[config.mk]
export PLATFORM = sky130hd
export DESIGN_NAME = fc_seq_ctrl
export DESIGN_NICKNAME = d
export VERILOG_FILES = /design/src/rtl/fc_seq_ctrl.sv
export SDC_FILE = /design/constraint.sdc
export NUM_CORES = 1
export LEC_CHECK = 0
export CAP_MARGIN = 20
export CORE_MARGIN = 2
export CORE_UTILIZATION = 50
export CTS_BUF_LIST = sky130_fd_sc_hd__clkbuf_8
export CTS_CLUSTER_DIAMETER = 100
export CTS_CLUSTER_SIZE = 12
export DETAILED_ROUTE_END_ITERATION = 10
export PLACE_DENSITY = 0.84
export SYNTH_ARGS = -nofsm -noshare
export SYNTH_HDL_FRONTEND = slang
export SYNTH_SLANG_ARGS = --single-unit
[constraint.sdc]
create_clock -name clk -period 3.4 [get_ports clk]
set_input_delay 0.51 -clock clk [delete_from_list [all_inputs] [get_ports clk]]
set_output_delay 0.51 -clock clk [all_outputs]
set_load 0.005 [all_outputs]
[src/rtl/fc_seq_ctrl.sv]
// fc_seq_ctrl
//
// Sequencing controller for the fully-connected classifier stage.
// - Gates the lane-triple feature stream into the FC datapath.
// - Issues one step pulse per remaining output neuron.
// - Captures the signed scores and tracks the arg-max class.
// - Resets the datapath after every image, because the datapath never
//   leaves its calculation state on its own.
//
// Optional feature (macro FC_CTRL_TIMEOUT_EN):
//   A watchdog aborts a stalled S_WAIT after TIMEOUT_CYCLES cycles. It pulses
//   err, holds the datapath in reset for that cycle and returns to S_LOAD.
//   Without the macro, S_WAIT waits indefinitely and err is tied low.
//
// Ports:
//   clk             single clock, rising edge
//   rst             asynchronous, active-high reset
//   in_valid        upstream lane-triple valid (the data bypasses this block)
//   in_ready        controller accepts load beats
//   fc_valid_in     datapath valid_in (load beats and step pulses)
//   fc_rst          datapath synchronous reset
//   fc_valid_out    datapath result strobe
//   fc_out_data     datapath score, signed, sampled only with fc_valid_out
//   decision_valid  one-cycle pulse when a classification is ready
//   decision        arg-max class index
//   max_score       winning score, signed
//   err             one-cycle watchdog-abort pulse
module fc_seq_ctrl #(
  parameter int NUM_INPUT_DATA  = 48,
  parameter int NUM_LANES       = 3,
  parameter int NUM_OUTPUT_DATA = 10,
  parameter int DATA_WIDTH      = 12,
  parameter int TIMEOUT_CYCLES  = 8
) (
  input  logic                  clk,
  input  logic                  rst,
  input  logic                  in_valid,
  output logic                  in_ready,
  output logic                  fc_valid_in,
  output logic                  fc_rst,
  input  logic                  fc_valid_out,
  input  logic [DATA_WIDTH-1:0] fc_out_data,
  output logic                  decision_valid,
  output logic [3:0]            decision,
  output logic [DATA_WIDTH-1:0] max_score,
  output logic                  err
);

  localparam int NUM_BEATS = NUM_INPUT_DATA / NUM_LANES;
  localparam int BEAT_W    = (NUM_BEATS > 1) ? $clog2(NUM_BEATS) : 1;
  localparam logic [BEAT_W-1:0] LAST_BEAT = BEAT_W'(NUM_BEATS - 1);
  localparam logic [3:0]        LAST_IDX  = 4'(NUM_OUTPUT_DATA - 1);

  typedef enum logic [2:0] {
    S_LOAD,
    S_WAIT,
    S_STEP,
`ifdef FC_CTRL_TIMEOUT_EN
    S_DONE,
    S_ABORT
`else
    S_DONE
`endif
  } state_t;

  state_t                  state;
  state_t                  state_next;
  logic [BEAT_W-1:0]       beat_cnt;
  logic [3:0]              idx;
  logic [DATA_WIDTH-1:0]   run_max;
  logic [3:0]              run_idx;
  logic                    capture;
  logic                    load_beat;
  logic                    take_new;
  logic [DATA_WIDTH-1:0]   new_max;
  logic [3:0]              new_idx;

`ifdef FC_CTRL_TIMEOUT_EN
  localparam int WD_W = $clog2(TIMEOUT_CYCLES + 1);
  localparam logic [WD_W-1:0] WD_LAST = WD_W'(TIMEOUT_CYCLES - 1);
  logic [WD_W-1:0]         wd_cnt;
`endif

  // Candidate arg-max after the score currently on fc_out_data. Score 0
  // always seeds the max; later scores must be strictly greater, so ties
  // stay with the lowest index.
  always_comb begin
    take_new = (idx == 4'd0) || ($signed(fc_out_data) > $signed(run_max));
    new_max  = take_new ? fc_out_data : run_max;
    new_idx  = take_new ? idx : run_idx;
  end

  // Next-state and output decode. fc_rst follows rst directly so the
  // datapath is held in reset for the whole time rst is asserted.
  always_comb begin
    state_next     = state;
    in_ready       = 1'b0;
    fc_valid_in    = 1'b0;
    fc_rst         = rst;
    decision_valid = 1'b0;
    err            = 1'b0;
    capture        = 1'b0;
    load_beat      = 1'b0;
    case (state)
      S_LOAD: begin
        in_ready    = ~rst;
        fc_valid_in = in_valid & ~rst;
        load_beat   = in_valid;
        if (in_valid && (beat_cnt == LAST_BEAT)) begin
          state_next = S_WAIT;
        end
      end
      S_WAIT: begin
        if (fc_valid_out) begin
          capture    = 1'b1;
          state_next = (idx == LAST_IDX) ? S_DONE : S_STEP;
        end
`ifdef FC_CTRL_TIMEOUT_EN
        else if (wd_cnt == WD_LAST) begin
          state_next = S_ABORT;
        end
`endif
      end
      S_STEP: begin
        fc_valid_in = 1'b1;
        state_next  = S_WAIT;
      end
      S_DONE: begin
        decision_valid = 1'b1;
        fc_rst         = 1'b1;
        state_next     = S_LOAD;
      end
`ifdef FC_CTRL_TIMEOUT_EN
      S_ABORT: begin
        err        = 1'b1;
        fc_rst     = 1'b1;
        state_next = S_LOAD;
      end
`endif
      default: state_next = S_LOAD;
    endcase
  end

  // State, counters and score tracking. decision/max_score only change on
  // the final capture, so they hold the last result between images.
  always_ff @(posedge clk or posedge rst) begin
    if (rst) begin
      state     <= S_LOAD;
      beat_cnt  <= '0;
      idx       <= '0;
      run_max   <= '0;
      run_idx   <= '0;
      decision  <= '0;
      max_score <= '0;
    end else begin
      state <= state_next;
      if (load_beat) begin
        if (beat_cnt == LAST_BEAT) begin
          beat_cnt <= '0;
          idx      <= '0;
        end else begin
          beat_cnt <= beat_cnt + 1'b1;
        end
      end
      if (capture) begin
        run_max <= new_max;
        run_idx <= new_idx;
        if (idx == LAST_IDX) begin
          decision  <= new_idx;
          max_score <= new_max;
        end else begin
          idx <= idx + 1'b1;
        end
      end
`ifdef FC_CTRL_TIMEOUT_EN
      if (state == S_ABORT) begin
        beat_cnt <= '0;
        idx      <= '0;
      end
`endif
    end
  end

`ifdef FC_CTRL_TIMEOUT_EN
  // Watchdog: counts consecutive S_WAIT cycles without a result strobe.
  always_ff @(posedge clk or posedge rst) begin
    if (rst) begin
      wd_cnt <= '0;
    end else if ((state == S_WAIT) && !fc_valid_out) begin
      wd_cnt <= wd_cnt + 1'b1;
    end else begin
      wd_cnt <= '0;
    end
  end
`endif

endmodule

# Word level (Yosys, flattened, before mapping)
# Cells that the tools add are included.
# W data, S select, Z words.
dict set report word_totals {
  register_bits 43
  output_inout_bits 21
}
dict set report op_classes {
  addsub 2
  n_lt_le_gt_ge 1
  n_eq_ne 7
  muxes 18
  bitwise_logic 2
  n_reduce_logical 6
}
# cell n
set ops {}
lappend ops {{$mux W4} 6}
lappend ops {{$gt A12 B12 Y1} 1}
lappend ops {{$mux W12} 1}
lappend ops {{$pmux W3 S3} 1}
lappend ops {{$add A4 B1 Y4 const B} 2}
lappend ops {{$eq A4 B4 Y1 const B} 2}
lappend ops {{$mux W1} 7}
lappend ops {{$eq A3 B2 Y1 const B} 2}
lappend ops {{$mux W3} 2}
lappend ops {{$logic_not A4 Y1} 1}
lappend ops {{$ne A2 B2 Y1 const B} 2}
lappend ops {{$reduce_and A2 Y1} 2}
lappend ops {{$eq A3 B1 Y1 const B} 1}
lappend ops {{$logic_not A3 Y1} 1}
lappend ops {{$pmux W1 S2} 1}
lappend ops {{$and A1 B1 Y1} 1}
lappend ops {{$logic_and A1 B1 Y1} 1}
lappend ops {{$logic_or A1 B1 Y1} 1}
lappend ops {{$not A1 Y1} 1}

# Longest topological paths before layout
# Gate-level depths: netlist of run 1.
dict set report depth {
  ltp_word 5
  ltp_mapped 9
  ltp_nobuf 8
}

# Worst setup path after synthesis of run 1
# Ideal clock, no wire load.
dict set report synth_path {
  path_kind {input to register}
  startpoint {in fc_out_data[11]}
  endpoint {reg run_idx[0]}
  t_arrival_ps 2354
  required_time_ps 3275
  path_slack_ps 921
  stages 8
  path_buffers 1
  cell_sequence {ha_1 nand4_1 or2_1 a221o_1 o211a_2 o21ai_4 buf_12 mux2_4}
}
dict set report synth_between {
  elab_chain_len 3
}
# element line
set synth_rtl {}
lappend synth_rtl {{from (decl)} 42} ;# input logic [DATA_WIDTH-1:0] fc_out_data,
lappend synth_rtl {{$gt A12 B12 Y1} 88} ;# take_new = (idx == 4'd0) || ($signed(fc_out_data) > $signed(run_max));
lappend synth_rtl {{$logic_or A1 B1 Y1} 88}
lappend synth_rtl {{$mux W4} 90} ;# new_idx = take_new ? idx : run_idx;
lappend synth_rtl {{to (signal assigned)} 167} ;# run_idx <= new_idx;
lappend synth_rtl {{to (decl)} 71} ;# logic [3:0] run_idx;
# Every way passes these cells.
# A chain may end at the register's enable or synchronous reset.

# Final worst setup path of run 1
dict set report layout_path {
  startpoint {in fc_out_data[11]}
  endpoint {reg run_max[5]}
}
dict set report layout_between {
  elab_chain_len 3
}
# element line
set layout_rtl {}
lappend layout_rtl {{$gt A12 B12 Y1} 88}
lappend layout_rtl {{$logic_or A1 B1 Y1} 88}
lappend layout_rtl {{$mux W12} 89} ;# new_max = take_new ? fc_out_data : run_max;
lappend layout_rtl {{to (signal assigned)} 166} ;# run_max <= new_max;
lappend layout_rtl {{to (decl)} 70} ;# logic [DATA_WIDTH-1:0] run_max;
# Every way passes these cells.

==> flow_summary.html, run 1 <==
<table>
<tr><th>Metric</th><th>Value</th></tr>
<tr><th colspan="2">Drt</th></tr>
<tr><td>Final routed DRC violation total</td><td>0</td></tr>
<tr><td>Detailed-router iteration count before antenna repair</td><td>4</td></tr>
<tr><td>Detailed-route wire length</td><td>a little over 5000 um</td></tr>
<tr><td>Vias</td><td>1845</td></tr>
<tr><td>Antenna Nets Post-Route</td><td>0</td></tr>
<tr><td>Routed length per instance</td><td>roughly 16 um</td></tr>
<tr><td>Per-cell via count in the routed design</td><td>roughly 5.7</td></tr>
<tr><td>Starting DRC count in detailed routing</td><td>145</td></tr>
<tr><th colspan="2">Hold path</th></tr>
<tr><td>Worst min-delay path endpoint</td><td>run_idx[2]</td></tr>
<tr><td>Critical hold path startpoint</td><td>run_idx[2]</td></tr>
<tr><td>Worst hold-check path type</td><td>reg2reg</td></tr>
<tr><td>Number of stages on the worst hold path</td><td>1</td></tr>
<tr><th colspan="2">Floorplanning</th></tr>
<tr><td>Area inside the core boundary</td><td>4380 um^2</td></tr>
<tr><td>Placement Rows</td><td>24</td></tr>
<tr><td>Effective utilization at floorplan</td><td>0.524</td></tr>
<tr><td>Io pins</td><td>37</td></tr>
<tr><td>Chip width</td><td>71.8 um</td></tr>
<tr><td>Area of the die</td><td>5150 um^2</td></tr>
<tr><td>Height of the die</td><td>about 70 um</td></tr>
<tr><th colspan="2">Layout</th></tr>
<tr><td>Filler instances</td><td>374</td></tr>
<tr><td>Layout overhead on the synthesized area</td><td>22.0%</td></tr>
<tr><td>Commonest cells after routing, fill and taps aside</td><td>dfrtp_1, clkdlybuf4s50_1, nor2_1</td></tr>
<tr><td>Total area of sequential cells</td><td>1050 um^2</td></tr>
<tr><td>Post-route design area</td><td>2800 um^2</td></tr>
<tr><td>ANT cells</td><td>0</td></tr>
<tr><td>Nets@finish</td><td>301</td></tr>
<tr><td>Most common cell after layout, fill and taps aside</td><td>dfrtp_1</td></tr>
<tr><td>Layout cells sized above 1</td><td>0.107</td></tr>
<tr><td>Multi-input gate area in the final layout</td><td>approximately 1100 um^2</td></tr>
<tr><th colspan="2">Synthesis</th></tr>
<tr><td>Avg Synthesized Cell Area</td><td>between 9 and 10 um^2</td></tr>
<tr><td>Multiplexer share of the synthesized area</td><td>0.0866</td></tr>
<tr><td>Area fraction in compound gates after synthesis</td><td>0.193</td></tr>
<tr><td>Mapped Area</td><td>2300 um^2</td></tr>
<tr><td>Xor/xnor cell area share of the yosys netlist</td><td>0.00381</td></tr>
<tr><td>Synthesis warning total</td><td>0</td></tr>
<tr><td>Sequential share of the synthesized area</td><td>0.458</td></tr>
<tr><td>Cell count after synthesis</td><td>around 230</td></tr>
<tr><td>Main combinational cell family by area after synthesis</td><td>compound AO/OA/AOI/OAI gates</td></tr>
<tr><td>Number of enable-type register cells in the synthesized netlist</td><td>0</td></tr>
<tr><td>Distinct cell type count after synthesis</td><td>38</td></tr>
<tr><td>Proportion of synthesized flip-flops having asynchronous set or reset</td><td>1.00</td></tr>
<tr><td>Area share of fa/ha/maj cells after synthesis</td><td>0.0871</td></tr>
<tr><td>Total nets after synthesis</td><td>265</td></tr>
<tr><td>Register bit total from synthesis</td><td>42</td></tr>
<tr><td>Ys flop type</td><td>dfrtp_1</td></tr>
<tr><td>Simple-Gate Fraction of Synth Area</td><td>0.117</td></tr>
<tr><th colspan="2">Global route</th></tr>
<tr><td>Wire length of the first global-routing pass</td><td>approximately 8500 um</td></tr>
<tr><td>Number of global-route vias before repair</td><td>1824</td></tr>
<tr><td>Combined global-route utilization of all metal layers</td><td>0.214</td></tr>
<tr><td>Gr ovfl total</td><td>0</td></tr>
<tr><td>Initial antenna violation count</td><td>0</td></tr>
<tr><td>Largest net degree at the start of global routing</td><td>between 40 and 50</td></tr>
<tr><th colspan="2">Clock network</th></tr>
<tr><td>Hold buffer count at CTS</td><td>0</td></tr>
<tr><td>Maximum level of the CTS H-tree</td><td>2</td></tr>
<tr><td>Insertion delay to the later sink of the worst-skew pair</td><td>0.30 ns</td></tr>
<tr><td>Number of sinks on the clock net</td><td>42</td></tr>
<tr><td>CTS tree</td><td>built</td></tr>
<tr><td>Post-CTS Setup Inserts</td><td>0</td></tr>
<tr><td>Clock Path Buffers</td><td>2</td></tr>
<tr><td>Clock root buffer</td><td>clkbuf_8</td></tr>
<tr><td>Num CTS Buffers</td><td>5</td></tr>
<tr><td>Clock transition time at the flip-flop clock pins of the worst setup and hold paths</td><td>about 0.080 ns</td></tr>
<tr><td>Post_cts resized</td><td>0</td></tr>
<tr><th colspan="2">Critical path</th></tr>
<tr><td>Crit path capture type</td><td>register</td></tr>
<tr><td>Worst reg2reg setup slack</td><td>just under 0.7 ns</td></tr>
<tr><td>Cells on worst reg2reg path</td><td>9</td></tr>
<tr><td>Crit path DAT</td><td>roughly 3.2 ns</td></tr>
<tr><td>Largest fanout on the critical path</td><td>16</td></tr>
<tr><td>Data required, critical path</td><td>~3.6 ns</td></tr>
<tr><td>Setup crit start kind</td><td>primary input</td></tr>
<tr><td>Startpoint of the worst-slack reg-to-reg timing path</td><td>run_max[11]</td></tr>
<tr><td>Worst setup path category</td><td>in2reg</td></tr>
<tr><td>Reg-to-reg critical path endpoint</td><td>run_max[5]</td></tr>
<tr><th colspan="2">STA</th></tr>
<tr><td>Largest clock skew in the final design</td><td>between 0.01 and 0.015 ns</td></tr>
<tr><td>Hold Violations, Final</td><td>0</td></tr>
<tr><td>Worst Max-Slew Pin Slew</td><td>0.643 ns</td></tr>
<tr><td>Final hold slack</td><td>0.515 ns</td></tr>
<tr><td>Highest achievable clock rate</td><td>338 MHz</td></tr>
<tr><td>Final min period</td><td>approximately 3 ns</td></tr>
<tr><td>Slew Limit Fails</td><td>0</td></tr>
<tr><td>Final setup violation count</td><td>0</td></tr>
<tr><td>Fraction of the cycle the final worst path needs</td><td>0.869</td></tr>
<tr><td>Fin Setup TNS</td><td>0 ns</td></tr>
<tr><td>Relative slew slack</td><td>0.570</td></tr>
<tr><td>Setup repair after global routing missed its margin</td><td>false</td></tr>
<tr><td>Setup slack after layout</td><td>about 0.44 ns</td></tr>
<tr><th colspan="2">Placed design</th></tr>
<tr><td>Minimum setup slack after placement</td><td>0.151 ns</td></tr>
<tr><td>Total placed instance area</td><td>2700 um^2</td></tr>
<tr><td>Routability congestion estimate from global placement</td><td>0.792</td></tr>
<tr><td>Number of port buffers</td><td>35</td></tr>
<tr><td>Detail Placement HPWL</td><td>roughly 3400 um</td></tr>
<tr><th colspan="2">Job</th></tr>
<tr><td>Max cap viols</td><td>0</td></tr>
<tr><th colspan="2">Power and ir drop</th></tr>
<tr><td>Design Power</td><td>2.28 mW</td></tr>
<tr><td>Total power density per cell area</td><td>812 nW/um^2</td></tr>
<tr><td>Standby leakage power</td><td>1.31 nW</td></tr>
<tr><td>Peak supply drop</td><td>0.390 mV</td></tr>
<tr><th colspan="2">Run status</th></tr>
<tr><td>Run status</td><td>finished, final reports clean</td></tr>
</table>
## layer usage
| layer | vias to the layer above | global-route usage | share of wire |
|---|---|---|---|
| li1 | 902 | - | - |
| met1 | 882 | 0.296 | 0.47 |
| met2 | 51 | 0.317 | 0.46 |
| met3 | 10 | 0.0605 | 0.052 |
| met4 | 0 | 0.0860 | 0.016 |
| met5 | - | 0 | 0 |
## registers in the layout, summed over array words and instances (netlist names)
register	flops
idx	4
beat_cnt	4
run_max	12
state	2
max_score	12
decision	4
run_idx	4
## worst max-delay path by stage
stage                  endpoint             from
detailed placement   run_max[5]  fc_out_data[11]
global route        run_max[10]  fc_out_data[11]
finish               run_max[5]  fc_out_data[11]
global placement     run_max[5]  fc_out_data[11]
CTS                 run_max[10]  fc_out_data[11]
floorplan            run_idx[0]  fc_out_data[11]
## cell families after synthesis
logic type,after synthesis
flip-flops,42
AO/OA/AOI/OAI,73
multiplexers,15
AND/OR/NAND/NOR,58
XOR/XNOR,1
adder cells (fa/ha/maj),16
other,1
buffers and inverters,27
## metrics by stage
step,cells,utilization
detailed placement,314,0.615
CTS,322,0.639
finish,322,0.639
global placement,314,0.615
global route,322,0.639
floorplan,233,-
## worst max-delay path: stages
cell	delay, ns
clkdlybuf4s50_1	0.45
ha_1	0.35
nand4_1	0.13
or2_1	0.27
a221o_1	0.38
o211a_2	0.24
o21ai_4	0.29
buf_12	0.19
mux2_2	0.34
## report_power, final
| group | internal, mW | total, mW | switching [mW] |
|---|---|---|---|
| clock | 0.214 | 0.386 | 0.172 |
| combinational | 0.489 | 1.03 | 0.541 |
| sequential | 0.688 | 0.858 | 0.171 |
| total | 1.39 | 2.28 | 0.884 |
## synthesized netlist by cell type, drive strengths merged (3+ instances only)
master  instances  area share
o21ai          22       0.053
dfrtp          42        0.46
nor2           24       0.039
nand3           3      0.0065
nand4           5       0.014
and2            4       0.011
or2             3      0.0082
buf             4       0.016
nand2          13       0.021
inv            17       0.028
mux2           15       0.087
a31oi          14       0.038
clkbuf          6      0.0098
a22o            4       0.015
a21oi          21       0.046
ha             16       0.087
## layout make-up
type	instances	area share
inverter	17	0.0228
sequential	42	0.375
tap	52	0.0232
clock buffer	5	0.0246
timing repair buffer	39	0.140
clock inverter	3	0.0134
multi-input combinational	164	0.401
Note: power is estimated with default switching activity, not from simulation.
==> run 2: changes to the inputs <==
==> constraint.sdc (replaced) <==
create_clock -name clk -period 2.8 [get_ports clk]
set_input_delay 0.42 -clock clk [delete_from_list [all_inputs] [get_ports clk]]
set_output_delay 0.42 -clock clk [all_outputs]
set_load 0.005 [all_outputs]
==> run 2 against run 1 <==
First-iteration DRC count is 32% lower. Routed wire length decreased by 1.9%. Critical endpoint is now run_max[0]. Critical path depth is the same. Highest routed layer unchanged. Power is 19% higher. Utilization grew 1.3 points. Largest power group unchanged. Non-clock buffer count up 13. Global-route usage fell by 0.072 points. Setup slack lost 0.24 ns.
==> flow_summary.html, run 2 (synthesis gave the netlist of run 1 again) <==
<table>
<tr><th>Metric</th><th>Value</th></tr>
<tr><th colspan="2">Placed design</th></tr>
<tr><td>Detail Placement HPWL</td><td>3440 um (was 3410 um)</td></tr>
<tr><td>Routability congestion estimate from global placement</td><td>0.795 (was 0.792)</td></tr>
<tr><td>Number of cells after detailed placement</td><td>327 (was 314)</td></tr>
<tr><td>Number of port buffers</td><td>35 (unchanged)</td></tr>
<tr><th colspan="2">Critical path</th></tr>
<tr><td>Maximum single-stage delay on the critical path</td><td>0.45 ns (about the same)</td></tr>
<tr><td>CP startpoint</td><td>fc_out_data[11] (unchanged)</td></tr>
<tr><td>Largest fanout on the critical path</td><td>6 (was 16)</td></tr>
<tr><td>Setup crit start kind</td><td>primary input (unchanged)</td></tr>
<tr><td>Data required, critical path</td><td>2.97 ns (was 3.60 ns)</td></tr>
<tr><td>Critical path, cell by cell</td><td>clkdlybuf4s50_1 &gt; ha_1 &gt; nand4_1 &gt; or2_1 &gt; a221o_1 &gt; o211a_2 &gt; o21ai_4 &gt; buf_4 &gt; mux2_4 (was clkdlybuf4s50_1 &gt; ha_1 &gt; nand4_1 &gt; or2_1 &gt; a221o_1 &gt; o211a_2 &gt; o21ai_4 &gt; buf_12 &gt; mux2_2)</td></tr>
<tr><td>Startpoint of the worst-slack reg-to-reg timing path</td><td>run_max[11] (unchanged)</td></tr>
<tr><td>Crit path DAT</td><td>2.77 ns (was 3.15 ns)</td></tr>
<tr><td>Worst setup path category</td><td>in2reg (unchanged)</td></tr>
<tr><td>Top Family by Delay on Critical Path</td><td>compound AO/OA/AOI/OAI gates (unchanged)</td></tr>
<tr><td>Crit-path slowest cell</td><td>clkdlybuf4s50_1 (unchanged)</td></tr>
<tr><td>Worst path bufs/invs</td><td>2 (unchanged)</td></tr>
<tr><td>Crit path capture type</td><td>register (unchanged)</td></tr>
<tr><td>Worst reg2reg setup slack</td><td>0.37 ns (was 0.69 ns)</td></tr>
<tr><th colspan="2">STA</th></tr>
<tr><td>Fraction of the cycle the final worst path needs</td><td>0.928</td></tr>
<tr><td>Setup repair after global routing missed its margin</td><td>false (unchanged)</td></tr>
<tr><td>Final hold slack</td><td>0.509 ns (was 0.515 ns)</td></tr>
<tr><td>Slew Limit Fails</td><td>0 (unchanged)</td></tr>
<tr><td>Relative slew slack</td><td>0.595 (was 0.570)</td></tr>
<tr><td>Final min period</td><td>2.60 ns</td></tr>
<tr><td>Worst Max-Slew Pin Slew</td><td>0.606 ns (was 0.643 ns)</td></tr>
<tr><td>Largest clock skew in the final design</td><td>0.00329 ns (was 0.0123 ns)</td></tr>
<tr><td>Final setup violation count</td><td>0 (unchanged)</td></tr>
<tr><td>Highest achievable clock rate</td><td>between 300 and 400 MHz</td></tr>
<tr><td>Hold Violations, Final</td><td>0 (unchanged)</td></tr>
<tr><th colspan="2">Global route</th></tr>
<tr><td>Largest net degree at the start of global routing</td><td>43 (unchanged)</td></tr>
<tr><td>Number of global-route vias before repair</td><td>1808 (was 1824)</td></tr>
<tr><td>Wire length of the first global-routing pass</td><td>8510 um (was 8540 um)</td></tr>
<tr><td>Combined global-route utilization of all metal layers</td><td>0.213 (was 0.214)</td></tr>
<tr><td>Gr ovfl total</td><td>0 (unchanged)</td></tr>
<tr><td>Initial antenna violation count</td><td>0 (unchanged)</td></tr>
<tr><th colspan="2">Clock network</th></tr>
<tr><td>CTS tree</td><td>built (unchanged)</td></tr>
<tr><td>Insertion delay to the later sink of the worst-skew pair</td><td>0.29 ns (was 0.30 ns)</td></tr>
<tr><td>Num CTS Buffers</td><td>5 (unchanged)</td></tr>
<tr><td>Number of sinks on the clock net</td><td>42 (unchanged)</td></tr>
<tr><td>Maximum level of the CTS H-tree</td><td>2 (unchanged)</td></tr>
<tr><td>Clock transition time at the flip-flop clock pins of the worst setup and hold paths</td><td>0.07 ns (was 0.08 ns)</td></tr>
<tr><td>Post-CTS Setup Inserts</td><td>0 (unchanged)</td></tr>
<tr><td>Clock Path Buffers</td><td>2 (unchanged)</td></tr>
<tr><td>Hold buffer count at CTS</td><td>0 (unchanged)</td></tr>
<tr><td>Post_cts resized</td><td>0 (unchanged)</td></tr>
<tr><td>Clock root buffer</td><td>clkbuf_8 (unchanged)</td></tr>
<tr><th colspan="2">Drt</th></tr>
<tr><td>Starting DRC count in detailed routing</td><td>98 (was 145)</td></tr>
<tr><td>Final routed DRC violation total</td><td>0 (unchanged)</td></tr>
<tr><td>Vias</td><td>1876 (was 1845)</td></tr>
<tr><td>Routed length per instance</td><td>14.9 um (was 15.7 um)</td></tr>
<tr><td>Detailed-route wire length</td><td>4970 um (was 5070 um)</td></tr>
<tr><td>Per-cell via count in the routed design</td><td>5.62 (was 5.73)</td></tr>
<tr><td>Detailed-router iteration count before antenna repair</td><td>4 (unchanged)</td></tr>
<tr><td>Antenna Nets Post-Route</td><td>0 (unchanged)</td></tr>
<tr><th colspan="2">Floorplanning</th></tr>
<tr><td>Area inside the core boundary</td><td>4380 um^2 (unchanged)</td></tr>
<tr><td>Effective utilization at floorplan</td><td>0.524 (unchanged)</td></tr>
<tr><td>Height of the die</td><td>71.8 um (unchanged)</td></tr>
<tr><td>Area of the die</td><td>5150 um^2 (unchanged)</td></tr>
<tr><td>Placement Rows</td><td>24 (unchanged)</td></tr>
<tr><td>Io pins</td><td>37 (unchanged)</td></tr>
<tr><td>Chip width</td><td>71.8 um (unchanged)</td></tr>
<tr><th colspan="2">Hold path</th></tr>
<tr><td>Worst hold-check path type</td><td>reg2reg (unchanged)</td></tr>
<tr><td>Critical hold path startpoint</td><td>run_idx[2] (unchanged)</td></tr>
<tr><th colspan="2">Layout</th></tr>
<tr><td>Largest regs</td><td>max_score: 12 flops, run_max: 12 flops (unchanged)</td></tr>
<tr><td>Final design utilization</td><td>0.652 (was 0.639)</td></tr>
<tr><td>Layout overhead on the synthesized area</td><td>24.4% (was 22.0%)</td></tr>
<tr><td>Multi-input gate area in the final layout</td><td>1120 um^2 (unchanged)</td></tr>
<tr><td>Layout cells sized above 1</td><td>0.145 (was 0.107)</td></tr>
<tr><td>Number of standard cells in the layout, taps in and fillers out</td><td>334 (was 322)</td></tr>
<tr><td>Filler instances</td><td>344 (was 374)</td></tr>
<tr><td>ANT cells</td><td>0 (unchanged)</td></tr>
<tr><td>Nets@finish</td><td>314 (was 301)</td></tr>
<tr><td>Total area of sequential cells</td><td>1050 um^2 (unchanged)</td></tr>
<tr><td>Most common cell after layout, fill and taps aside</td><td>dfrtp_1 (unchanged)</td></tr>
<tr><td>Commonest cells after routing, fill and taps aside</td><td>dfrtp_1, clkdlybuf4s50_1, nor2_1 (unchanged)</td></tr>
<tr><th colspan="2">Power and ir drop</th></tr>
<tr><td>Peak supply drop</td><td>0.431 mV (was 0.390 mV)</td></tr>
<tr><td>Total power density per cell area</td><td>951 nW/um^2 (was 812 nW/um^2)</td></tr>
<tr><td>Standby leakage power</td><td>1.36 nW (was 1.31 nW)</td></tr>
<tr><th colspan="2">Job</th></tr>
<tr><td>Max cap viols</td><td>0 (unchanged)</td></tr>
<tr><th colspan="2">Run status</th></tr>
<tr><td>Run status</td><td>finished, final reports clean (unchanged)</td></tr>
</table>
## run 2: cell types whose count changed in the layout (fill, tap and decap cells not counted)
cell | before | now
bufinv_16 | 1 | 0
buf_12 | 1 | 0
buf_4 | 3 | 17
## run 2: through the flow
stage / power (mW) / instance area [um^2] / worst slack (ns) / setup TNS [ns]
5_1_grt: 2.95 / 2860 / 0.0708 / 0
3_5_place_dp: 2.36 / 2780 / -0.0686 / -0.703
2_1_floorplan: 1.88 / 2300 / 0.411 / 0
4_1_cts: 2.73 / 2860 / 0.200 / 0
3_3_place_gp: 2.30 / 2780 / -0.0197 / -0.173
6_report: 2.72 / 2860 / 0.202 / 0
## run 2: report_power, final
group          switching [mW]  internal [mW]  total (mW)
Clock                   0.189          0.164       0.353
Sequential              0.208          0.835        1.04
Combinational           0.661          0.661        1.32
## run 2: metal layers
metal | share of wire | routed length, um | track usage | vias up
met2 | 0.48 | 2370 | 0.352 | 54
met5 | 0 | 0 | 0 | -
met4 | 0.014 | 68 | 0.0671 | 0
met3 | 0.058 | 290 | 0.0436 | 5
met1 | 0.45 | 2240 | 0.282 | 898
li1 | - | - | - | 919
## run 2: worst paths after layout
kind,to,cells past startpoint
worst max-delay path,run_max[0],9
worst min-delay path,run_idx[2],1
worst max register to register,run_max[0],9
worst min register to register,run_idx[2],1
max in group asynchronous,max_score[0],3
min in group asynchronous,idx[3],3
## run 2: layout make-up
| type | count | area share |
|---|---|---|
| timing repair buffer | 52 | 0.167 |
| tap | 52 | 0.0228 |
| clock inverter | 2 | 0.00263 |
| multi-input combinational | 164 | 0.393 |
| sequential | 42 | 0.368 |
| clock buffer | 5 | 0.0241 |
| inverter | 17 | 0.0223 |
## run 2: worst reg2reg max path: cells and delay by family, from the launching register on
kind / cells / cell delay (ns)
compound gates: 3 / 0.67
mux: 1 / 0.32
simple gates: 2 / 0.40
buf+inv: 2 / 0.26
fa+ha+maj: 1 / 0.29
flops: 1 / 0.39
==> run 3: changes to the inputs <==
--- a/config.mk
+++ b/config.mk
@@ -12,7 +12,8 @@
 export CTS_CLUSTER_DIAMETER = 100
 export CTS_CLUSTER_SIZE = 12
 export DETAILED_ROUTE_END_ITERATION = 10
-export PLACE_DENSITY = 0.84
+export DONT_BUFFER_PORTS = 1
+export PLACE_DENSITY = 0.74
 export SYNTH_ARGS = -nofsm -noshare
 export SYNTH_HDL_FRONTEND = slang
 export SYNTH_SLANG_ARGS = --single-unit
==> run 3 against run 2 <==
Die area unchanged. Critical path depth unchanged. Largest cell class unchanged. First-iteration DRC count increased by 85%. Combinational power decreased by 18%. Sequential share of layout area increased by 6.6 points.
==> flow_summary.html, run 3 (synthesis gave the netlist of run 1 again) <==
<table>
<tr><th>Metric</th><th>Value</th></tr>
<tr><th colspan="2">Run status</th></tr>
<tr><td>Run status</td><td>finished, final reports clean (unchanged)</td></tr>
<tr><th colspan="2">Power and ir drop</th></tr>
<tr><td>Total power density per cell area</td><td>1030 nW/um^2 (was 951 nW/um^2)</td></tr>
<tr><td>Switching power summed over all nets</td><td>1.01 mW (was 1.06 mW)</td></tr>
<tr><td>Cell internal pwr</td><td>1.49 mW (was 1.66 mW)</td></tr>
<tr><td>Design Power</td><td>2.50 mW (was 2.72 mW)</td></tr>
<tr><td>Peak supply drop</td><td>0.345 mV (was 0.431 mV)</td></tr>
<tr><td>Part of the total power dissipated in the clock network</td><td>0.145 (was 0.130)</td></tr>
<tr><td>Relative contribution of combinational cells to total power</td><td>0.433 (was 0.486)</td></tr>
<tr><td>Switching Share</td><td>0.406 (was 0.389)</td></tr>
<tr><td>Share of power burned in registers</td><td>0.422 (was 0.384)</td></tr>
<tr><td>Standby leakage power</td><td>1.18 nW (was 1.36 nW)</td></tr>
<tr><th colspan="2">Drt</th></tr>
<tr><td>Vias</td><td>1702 (was 1876)</td></tr>
<tr><td>Detailed-route wire length</td><td>4670 um (was 4970 um)</td></tr>
<tr><td>Per-cell via count in the routed design</td><td>5.91 (was 5.62)</td></tr>
<tr><td>Antenna Nets Post-Route</td><td>0 (unchanged)</td></tr>
<tr><td>Final routed DRC violation total</td><td>0 (unchanged)</td></tr>
<tr><td>Starting DRC count in detailed routing</td><td>181 (was 98)</td></tr>
<tr><td>Detailed-router iteration count before antenna repair</td><td>4 (unchanged)</td></tr>
<tr><td>Routed length per instance</td><td>16.2 um (was 14.9 um)</td></tr>
<tr><th colspan="2">Placed design</th></tr>
<tr><td>Number of port buffers</td><td>0 (was 35)</td></tr>
<tr><td>Detail Placement HPWL</td><td>3280 um (was 3440 um)</td></tr>
<tr><td>Minimum setup slack after placement</td><td>0.253 ns (was -0.0686 ns)</td></tr>
<tr><td>Routability congestion estimate from global placement</td><td>0.826 (was 0.795)</td></tr>
<tr><th colspan="2">Clock network</th></tr>
<tr><td>Post_cts resized</td><td>0 (unchanged)</td></tr>
<tr><td>CTS tree</td><td>built (unchanged)</td></tr>
<tr><td>Num CTS Buffers</td><td>5 (unchanged)</td></tr>
<tr><td>Insertion delay to the later sink of the worst-skew pair</td><td>0.30 ns (was 0.29 ns)</td></tr>
<tr><td>Post-CTS Setup Inserts</td><td>0 (unchanged)</td></tr>
<tr><td>Hold buffer count at CTS</td><td>0 (unchanged)</td></tr>
<tr><td>Clock Path Buffers</td><td>2 (unchanged)</td></tr>
<tr><td>Maximum level of the CTS H-tree</td><td>2 (unchanged)</td></tr>
<tr><td>Clock root buffer</td><td>clkbuf_8 (unchanged)</td></tr>
<tr><td>Number of sinks on the clock net</td><td>42 (unchanged)</td></tr>
<tr><td>Clock transition time at the flip-flop clock pins of the worst setup and hold paths</td><td>0.08 ns (was 0.07 ns)</td></tr>
<tr><th colspan="2">STA</th></tr>
<tr><td>Setup repair after global routing missed its margin</td><td>false (unchanged)</td></tr>
<tr><td>Worst Max-Slew Pin Slew</td><td>0.590 ns (was 0.606 ns)</td></tr>
<tr><td>Final min period</td><td>2.57 ns (was 2.60 ns)</td></tr>
<tr><td>Fin Setup TNS</td><td>0 ns (unchanged)</td></tr>
<tr><td>Final setup violation count</td><td>0 (unchanged)</td></tr>
<tr><td>Largest clock skew in the final design</td><td>0.00668 ns (was 0.00329 ns)</td></tr>
<tr><td>Relative slew slack</td><td>0.607 (was 0.595)</td></tr>
<tr><td>Fraction of the cycle the final worst path needs</td><td>0.919 (was 0.928)</td></tr>
<tr><td>Highest achievable clock rate</td><td>389 MHz (was 385 MHz)</td></tr>
<tr><td>Slew Limit Fails</td><td>0 (unchanged)</td></tr>
<tr><td>Hold Violations, Final</td><td>0 (unchanged)</td></tr>
<tr><td>Setup slack after layout</td><td>0.226 ns (was 0.202 ns)</td></tr>
<tr><th colspan="2">Critical path</th></tr>
<tr><td>Setup crit start kind</td><td>register (was primary input)</td></tr>
<tr><td>Data required, critical path</td><td>2.99 ns (was 2.97 ns)</td></tr>
<tr><td>Crit-path slowest cell</td><td>dfrtp_1 (was clkdlybuf4s50_1)</td></tr>
<tr><td>Critical path, cell by cell</td><td>inv_1 &gt; ha_1 &gt; nand4_1 &gt; or2_1 &gt; a221o_1 &gt; o211a_2 &gt; o21ai_4 &gt; buf_4 &gt; mux2_2 (was clkdlybuf4s50_1 &gt; ha_1 &gt; nand4_1 &gt; or2_1 &gt; a221o_1 &gt; o211a_2 &gt; o21ai_4 &gt; buf_4 &gt; mux2_4)</td></tr>
<tr><td>Crit path DAT</td><td>2.76 ns (was 2.77 ns)</td></tr>
<tr><td>Startpoint of the worst-slack reg-to-reg timing path</td><td>run_max[11] (unchanged)</td></tr>
<tr><td>Worst path bufs/invs</td><td>2 (unchanged)</td></tr>
<tr><td>CP Depth</td><td>9 (unchanged)</td></tr>
<tr><td>Worst setup path category</td><td>reg2reg (was in2reg)</td></tr>
<tr><td>CP startpoint</td><td>run_max[11] (was fc_out_data[11])</td></tr>
<tr><td>Cells on worst reg2reg path</td><td>9 (unchanged)</td></tr>
<tr><td>Crit path capture type</td><td>register (unchanged)</td></tr>
<tr><td>Largest fanout on the critical path</td><td>16 (was 6)</td></tr>
<tr><td>Maximum single-stage delay on the critical path</td><td>0.39 ns (was 0.45 ns)</td></tr>
<tr><td>Top Family by Delay on Critical Path</td><td>compound AO/OA/AOI/OAI gates (unchanged)</td></tr>
<tr><th colspan="2">Floorplanning</th></tr>
<tr><td>Placement Rows</td><td>24 (unchanged)</td></tr>
<tr><td>Effective utilization at floorplan</td><td>0.524 (unchanged)</td></tr>
<tr><td>Height of the die</td><td>71.8 um (unchanged)</td></tr>
<tr><td>Io pins</td><td>37 (unchanged)</td></tr>
<tr><td>Area inside the core boundary</td><td>4380 um^2 (unchanged)</td></tr>
<tr><td>Chip width</td><td>71.8 um (unchanged)</td></tr>
<tr><td>Area of the die</td><td>5150 um^2 (unchanged)</td></tr>
<tr><th colspan="2">Global route</th></tr>
<tr><td>Largest net degree at the start of global routing</td><td>43 (unchanged)</td></tr>
<tr><td>Wire length of the first global-routing pass</td><td>7910 um (was 8510 um)</td></tr>
<tr><td>Gr ovfl total</td><td>0 (unchanged)</td></tr>
<tr><td>Combined global-route utilization of all metal layers</td><td>0.199 (was 0.213)</td></tr>
<tr><td>Initial antenna violation count</td><td>0 (unchanged)</td></tr>
<tr><td>Number of global-route vias before repair</td><td>1661 (was 1808)</td></tr>
<tr><th colspan="2">Layout</th></tr>
<tr><td>Nets@finish</td><td>268 (was 314)</td></tr>
<tr><td>Most common cell after layout, fill and taps aside</td><td>dfrtp_1 (unchanged)</td></tr>
<tr><td>Largest regs</td><td>max_score: 12 flops, run_max: 12 flops (unchanged)</td></tr>
<tr><td>Layout cells sized above 1</td><td>0.127 (was 0.145)</td></tr>
<tr><td>Filler instances</td><td>386 (was 344)</td></tr>
<tr><td>Final design utilization</td><td>0.553 (was 0.652)</td></tr>
<tr><td>Layout overhead on the synthesized area</td><td>5.56% (was 24.4%)</td></tr>
<tr><td>ANT cells</td><td>0 (unchanged)</td></tr>
<tr><td>Commonest cells after routing, fill and taps aside</td><td>dfrtp_1, nor2_1, a21oi_1, o21ai_0, inv_1 (was dfrtp_1, clkdlybuf4s50_1, nor2_1)</td></tr>
<tr><th colspan="2">Hold path</th></tr>
<tr><td>Worst hold-check path type</td><td>in2async (was reg2reg)</td></tr>
<tr><th colspan="2">Job</th></tr>
<tr><td>Max cap viols</td><td>0 (unchanged)</td></tr>
</table>
## run 3: changes by cell type in the layout (fill, tap and decap cells not counted), sizes merged
cell           change
clkdlybuf4s50     -35
buf               -11
## run 3: path summary, 6_finish.rpt
kind	slack [ns]	endpoint
max	0.23	run_max[5]
min	0.18	idx[3]
max reg2reg	0.23	run_max[5]
min reg2reg	0.51	run_idx[3]
max in group asynchronous	2.26	beat_cnt[2]
min in group clk	0.27	max_score[4]
## run 3: layer usage
| layer | global-route usage | vias up | routed length [um] |
|---|---|---|---|
| li1 | - | 832 | - |
| met1 | 0.266 | 813 | 2110 |
| met2 | 0.301 | 48 | 2120 |
| met3 | 0.0689 | 9 | 346 |
| met4 | 0.0755 | 0 | 102 |
| met5 | 0 | - | 0 |
## run 3: power by group through the flow
stage | combinational [mW] | sequential, mW | clock [mW]
4_1_cts | 1.09 | 1.05 | 0.374
2_1_floorplan | 0.886 | 0.997 | 0
6_report | 1.08 | 1.05 | 0.362
3_5_place_dp | 1.08 | 1.06 | 0
3_3_place_gp | 1.05 | 1.05 | 0
5_1_grt | 1.22 | 1.10 | 0.395
## run 3: stage by stage
stage / hold WS [ns] / instance area [um^2] / cells
2_1_floorplan: 0.465 / 2300 / 233
3_3_place_gp: 0.484 / 2350 / 281
3_5_place_dp: 0.492 / 2350 / 281
4_1_cts: 0.189 / 2420 / 288
5_1_grt: 0.221 / 2420 / 288
6_report: 0.178 / 2420 / 288
## run 3: final cells by class
| type | count | area [um^2] | share of cell area |
|---|---|---|---|
| inverter | 17 | 63.8 | 0.0263 |
| sequential | 42 | 1050 | 0.433 |
| multi-input combinational | 164 | 1120 | 0.463 |
| timing repair buffer | 6 | 45.0 | 0.0186 |
| clock buffer | 5 | 68.8 | 0.0284 |
| tap | 52 | 65.1 | 0.0268 |
| clock inverter | 2 | 7.51 | 0.00310 |
